==> config.mk <==
export PLATFORM = sky130hd
export DESIGN_NAME = mem_arbiter
export DESIGN_NICKNAME = d
export VERILOG_FILES = /design/src/rtl/mem_arbiter.sv
export SDC_FILE = /design/constraint.sdc
export NUM_CORES = 1
export LEC_CHECK = 0
export ABC_AREA = 1
export ABC_CLOCK_PERIOD_IN_PS = 3800
export CAP_MARGIN = 20
export CORE_MARGIN = 5
export CORE_UTILIZATION = 38
export CTS_CLUSTER_DIAMETER = 60
export DETAILED_ROUTE_END_ITERATION = 8
export PLACE_DENSITY = 0.87
export SYNTH_ARGS = -nofsm -noshare
export SYNTH_HDL_FRONTEND = slang
export SYNTH_SLANG_ARGS = --single-unit
==> constraint.sdc <==
create_clock -name clk -period 3.8 [get_ports clk]
set_clock_uncertainty 0.2 [all_clocks]
set_input_delay 0.76 -clock clk [delete_from_list [all_inputs] [get_ports clk]]
set_output_delay 0.76 -clock clk [all_outputs]
set_load 0.01 [all_outputs]
==> src/rtl/mem_arbiter.sv <==
// rtl/mem_arbiter.sv - round-robin arbiter of a fetch port and a data port onto one synchronous memory
module mem_arbiter #(
    parameter int ADDR_W = 32
) (
    input  logic              clk,
    input  logic              reset,
    input  logic              if_req,
    input  logic [ADDR_W-1:0] if_addr,
    output logic [31:0]       if_rdata,
    output logic              if_ack,
    input  logic              d_req,
    input  logic              d_we,
    input  logic [3:0]        d_be,
    input  logic [ADDR_W-1:0] d_addr,
    input  logic [31:0]       d_wdata,
    output logic [31:0]       d_rdata,
    output logic              d_ack,
    output logic              mem_en,
    output logic              mem_we,
    output logic [3:0]        mem_be,
    output logic [ADDR_W-1:0] mem_addr,
    output logic [31:0]       mem_wdata,
    input  logic [31:0]       mem_rdata,
    output logic              stall
);

    typedef enum logic [1:0] {
        IDLE  = 2'd0,
        GRANT = 2'd1,
        RESP  = 2'd2
    } state_e;

    localparam logic OWNER_IF = 1'b0;
    localparam logic OWNER_D  = 1'b1;

    state_e              state_q, state_d;
    logic                last_owner_q, last_owner_d;
    logic                owner_q, owner_d;
    logic                we_q, we_d;
    logic [3:0]          be_q, be_d;
    logic [ADDR_W-1:0]   addr_q, addr_d;
    logic [31:0]         wdata_q, wdata_d;

    logic                any_req;
    logic                win_d;
    logic                grant;

    assign any_req = if_req | d_req;
    // Data wins when it is alone, or on a tie when fetch was served last.
    assign win_d   = d_req & (~if_req | (last_owner_q == OWNER_IF));

    always_comb begin
        state_d      = state_q;
        last_owner_d = last_owner_q;
        owner_d      = owner_q;
        we_d         = we_q;
        be_d         = be_q;
        addr_d       = addr_q;
        wdata_d      = wdata_q;
        grant        = 1'b0;

        case (state_q)
            IDLE: begin
                if (any_req) begin
                    grant   = 1'b1;
                    state_d = GRANT;
                end
            end
            GRANT: begin
                state_d = RESP;
            end
            RESP: begin
                if (any_req) begin
                    grant   = 1'b1;
                    state_d = GRANT;
                end else begin
                    state_d = IDLE;
                end
            end
            default: begin
                state_d = IDLE;
            end
        endcase

        // Request fields are captured only here, so later changes on the ports are ignored.
        if (grant) begin
            owner_d      = win_d ? OWNER_D : OWNER_IF;
            last_owner_d = win_d ? OWNER_D : OWNER_IF;
            if (win_d) begin
                we_d    = d_we;
                be_d    = d_be;
                addr_d  = d_addr;
                wdata_d = d_wdata;
            end else begin
                we_d    = 1'b0;
                be_d    = 4'b1111;
                addr_d  = if_addr;
                wdata_d = 32'h0;
            end
        end
    end

    always_ff @(posedge clk or negedge reset) begin
        if (!reset) begin
            state_q      <= IDLE;
            last_owner_q <= OWNER_IF;
            owner_q      <= OWNER_IF;
            we_q         <= 1'b0;
            be_q         <= 4'b0000;
            addr_q       <= '0;
            wdata_q      <= 32'h0;
        end else begin
            state_q      <= state_d;
            last_owner_q <= last_owner_d;
            owner_q      <= owner_d;
            we_q         <= we_d;
            be_q         <= be_d;
            addr_q       <= addr_d;
            wdata_q      <= wdata_d;
        end
    end

    // Outputs decode straight from the state so an asynchronous reset drops them at once.
    assign mem_en    = (state_q == GRANT);
    assign mem_we    = mem_en & we_q;
    assign mem_be    = be_q;
    assign mem_addr  = addr_q;
    assign mem_wdata = wdata_q;

    assign if_ack    = (state_q == RESP) & (owner_q == OWNER_IF);
    assign d_ack     = (state_q == RESP) & (owner_q == OWNER_D);
    assign if_rdata  = if_ack ? mem_rdata : 32'h0;
    assign d_rdata   = d_ack  ? mem_rdata : 32'h0;

    assign stall     = (if_req & ~if_ack) | (d_req & ~d_ack);

endmodule

* After elaboration in Yosys (flattened, before gate mapping)
Index checks and enable logic that the tools add are counted.
** Storage, ports and cells
- Flip-flop bits (word level) :: 72
- Output and inout port bits :: 137
** Operators by class
- Equality and inequality tests :: 3
- Muxes and demuxes :: 12
- Bitwise logic cells :: 13
- Reduce and logical (&&, ||, !) cells :: 2
** Operators by type and width (count)
- 32-bit 2-to-1 mux :: 4
- 1-bit AND :: 6
- 2-bit case mux with 3 select lines :: 1
- 1-bit 2-to-1 mux :: 5
- 4-bit 2-to-1 mux :: 1
- 1-bit NOT :: 4
- 1-bit OR :: 3
- 2-bit by 1-bit equality test with 1-bit output (second input constant) :: 1
- 2-bit equality test (second input constant) :: 1
- 2-bit zero test :: 1
- 2-bit 2-to-1 mux :: 1
- 2-bit != test (second input constant) :: 1
- 2-bit OR reduction :: 1

* Logic depth before layout (Yosys ltp)
- Word-level depth :: 5
- Depth in mapped cells :: 8
- Gate-level depth less buffers :: 5

* Worst setup path before layout
Ideal clock, no wire load.
- Kind :: input to output
- From :: in d_req
- To :: out stall
- Data arrival time :: 1346 ps
- Required time :: 2840 ps
- Setup slack :: 1494 ps
- Stages :: 4
- Path buffers :: 2
- Cell sequence :: buf_4 -> clkbuf_1 -> nand2_1 -> nand2_1
** Between the ends
- Word-level cells in the longest chain between the ends :: 2
** RTL lines
- from (decl) :: RTL line 11 : input logic d_req,
- 1-bit AND :: RTL line 135 : assign stall = (if_req & ~if_ack) | (d_req & ~d_ack);
- 1-bit OR :: RTL line 135
- to (decl) :: RTL line 24 : output logic stall
No other way between the ends.

* Worst setup path in the final report
- From :: in mem_rdata[4]
- To :: out d_rdata[4]
** Between the ends
- Word-level cells in the longest chain between the ends :: 1
** RTL lines
- from (decl) :: RTL line 23 : input logic [31:0] mem_rdata,
- 32-bit 2-to-1 mux :: RTL line 133 : assign d_rdata = d_ack ? mem_rdata : 32'h0;
- to (decl) :: RTL line 16 : output logic [31:0] d_rdata,
No other way between the ends.

==> impl_metrics.tcl <==
set metrics [dict create \
    worst_hold_path_type "reg2reg" \
    antennaDiodeCount 0 \
    gr-usage-all-layers_pct 21.97 \
    relative_slew_margins_pct 40.10 \
    clock_tree_from_tritoncts "built" \
    design.portCount 274 \
    holdPathEnd "we_q$_DFFE_PN0P_" \
    fraction_of_final_layout_cells_with_drive_strength_greater_than_1_pct 3.663 \
    cts_root_buffer "sky130_fd_sc_hd__clkbuf_8" \
    cts-hold-fix-buffers 0 \
    syn_avg_cell_area_um2 6.876 \
    reg2reg_slack_ns 1.87 \
    grt_start_max_net_pins 73 \
    critPathMaxFanout 2 \
    drv_cap 0 \
    yosysSeqAreaShare_pct 47.38 \
    grt_pass1_wl_mm 20.84 \
    routed-via-count 4298 \
    synth_top_cells_by_area "sky130_fd_sc_hd__dfrtp_1 (47%), sky130_fd_sc_hd__nand2_1 (20%), sky130_fd_sc_hd__inv_1 (9.9%), sky130_fd_sc_hd__nand3_1 (8.7%), sky130_fd_sc_hd__nor2_1 (7.7%)" \
    setup.worst_path.class "in2out" \
    synthCells 553 \
    start_kind "input pin" \
    outcome "completed" \
    routed_wl_mm 13.84 \
    nNetsFinal 951 \
    numPortBuffers 273 \
    post-route-drc-count 0 \
    ir_drop_uv 330.9 \
    final.hold.worst_slack_ns 0.2818 \
    rr_endpoint "mem_addr[10]$_DFFE_PN0P_" \
    vias_per_cell 4.515 \
    first_iter_violations 307 \
    hold_path_start "we_q$_DFFE_PN0P_" \
    worst_setup_path_end_kind "primary output" \
    critical_path_rt_ns 2.84 \
    period_utilization_post_route_pct 78.15 \
    regToRegStartpoint "owner_q$_DFFE_PN0P_" \
    route.detailed.wl_per_inst_um 14.54 \
    clk_path_buf_depth 2 \
    r2r_cells 6 \
    finalWeightedCongestion 0.8650 \
    clk_pin_slew_worst_paths_ns 0.07 \
    drv_slew 0 \
    overall_die_width_um 110.0 \
    rows 36 \
    final_antenna_net_count 0 \
    detailed_place_hpwl_mm 11.00 \
    synth_largest_area_cell "sky130_fd_sc_hd__dfrtp_1" \
    worst_pin_slew_ns 0.8984 \
    synth.lib_cells_used.distinct 16 \
    grt.overflow.total 0 \
    cts.sink_count 72 \
    cts-buffers-inserted 9 \
    die_h_um 110.0 \
    cts.htree.levels 3 \
    grt_pass1_vias 4246 \
    timing_hold_violations_final 0 \
    fin_crit_ns 2.970 \
    power-per-cell-area_nw_per_um2 379.3 \
    cts_post_setup_buffers_inserted 0 \
    synth_seq_cells 72 \
    crit_arrival_ns 2.01 \
    grt_antenna_before_repair 0 \
    number_of_gates_resized_after_cts 0 \
    setup_repair_after_global_routing_missed_its_margin "false" \
    setup_viol_count_final 0 \
    hold_depth 2 \
    yosys_warnings 0 \
    power_leakage_uw 0.003479 \
    insertion_delay_ns 0.32 \
    drt_pass1_iterations 5 \
    syn-num-nets 690 \
    syn2layout_area_growth_pct 77.99 \
    design.die.area_um2 12110 \
    fp.coreArea_um2 9774 \
    final.setup.tns_ns 0 \
    max_freq_mhz 336.7 \
    netlist.area_leader.share_pct 47.38 \
    initial_core_util_pct 38.90 \
    syn_area_um2 3802 \
]
critical path, stage by stage:
cell and delay, ns:
sky130_fd_sc_hd__clkdlybuf4s50_1 0.46, sky130_fd_sc_hd__inv_1 0.06, sky130_fd_sc_hd__nor2_1 0.13, sky130_fd_sc_hd__clkdlybuf4s50_1 0.60
worst max path at each step:
stage / end / depth (start not counted) / start / slack, ns
after floorplan: stall / 4 / d_req / 1.49
after global placement: mem_addr[13]$_DFFE_PN0P_ / 7 / d_req / 0.84
after detailed placement: mem_wdata[0]$_DFFE_PN0P_ / 7 / d_req / 0.74
after CTS: d_rdata[4] / 5 / state_q[0]$_DFFE_PN0P_ / 0.85
after global routing: d_rdata[4] / 5 / state_q[0]$_DFFE_PN0P_ / 0.72
final: d_rdata[4] / 4 / mem_rdata[4] / 0.83
stage by stage:
step	power, µW	worst slack [ns]	util (%)	cell area [µm²]	instances
finish	2567	0.8302	69.24	6768	952
global route	2717	0.7162	69.24	6768	952
CTS	2589	0.8472	69.03	6748	951
detailed placement	1970	0.7361	66.94	6543	935
global placement	1940	0.8442	66.94	6543	935
floorplan	1379	1.494	-	3802	553
cells by family after synthesis:
logic type	after synthesis	synth area share (%)
flops	72	47.38
buf+inv	132	15.37
compound gates	1	0.1315
simple gates	348	37.12
state kept, by name, summed over array words and instances (netlist names):
name	count
owner_q	1
mem_addr	32
mem_be	4
state_q	2
we_q	1
mem_wdata	32
per-layer routing:
layer / track usage [%] / routed length (µm)
met1: 23.72 / 4748
met2: 41.68 / 7473
met3: 5.475 / 1310
met4: 6.857 / 308
met5: 0 / 0
cells in the mapped netlist, drive strengths merged:
| master | instances |
|---|---|
| nand2 | 200 |
| inv | 102 |
| nor2 | 80 |
| dfrtp | 72 |
| nand3 | 67 |
| buf | 24 |
| clkbuf | 6 |
| nor3b | 1 |
| o21ai | 1 |
placed cells by master (no fill, tap or decap):
cell	synthesis	layout
sky130_fd_sc_hd__clkdlybuf4s50_1	0	272
sky130_fd_sc_hd__nand2_1	199	199
sky130_fd_sc_hd__inv_1	100	100
sky130_fd_sc_hd__nor2_1	78	78
sky130_fd_sc_hd__dfrtp_1	72	72
sky130_fd_sc_hd__nand3_1	66	66
sky130_fd_sc_hd__clkbuf_8	0	10
sky130_fd_sc_hd__buf_4	6	7
sky130_fd_sc_hd__inv_2	2	2
sky130_fd_sc_hd__clkinvlp_4	0	2
sky130_fd_sc_hd__nor3b_1	1	1
sky130_fd_sc_hd__nand2_2	1	1
sky130_fd_sc_hd__nor2_2	1	1
sky130_fd_sc_hd__nor2_4	1	1
sky130_fd_sc_hd__nand3_2	1	1
sky130_fd_sc_hd__o21ai_0	1	1
sky130_fd_sc_hd__clkinv_2	0	1
sky130_fd_sc_hd__clkinv_4	0	1
sky130_fd_sc_hd__inv_6	0	1
sky130_fd_sc_hd__bufinv_16	0	1
sky130_fd_sc_hd__buf_12	0	1
final cells by class:
class | instances | area [µm²]
inverter | 102 | 382.9
clock buffer | 10 | 137.6
multi-input combinational | 349 | 1416
fill | 801 | 3007
tap | 133 | 166.4
timing repair buffer | 280 | 2795
sequential | 72 | 1802
clock inverter | 6 | 67.56
power by group:
| group | switching [µW] | leakage (µW) | internal (µW) | total, µW |
|---|---|---|---|---|
| clock network | 292 | 0.0000989 | 324 | 615 |
| registers | 81.6 | 0.000890 | 907 | 989 |
| logic | 444 | 0.00249 | 519 | 963 |
| total | 817 | 0.00348 | 1750 | 2570 |
Power figures use the tool's default switching activity.
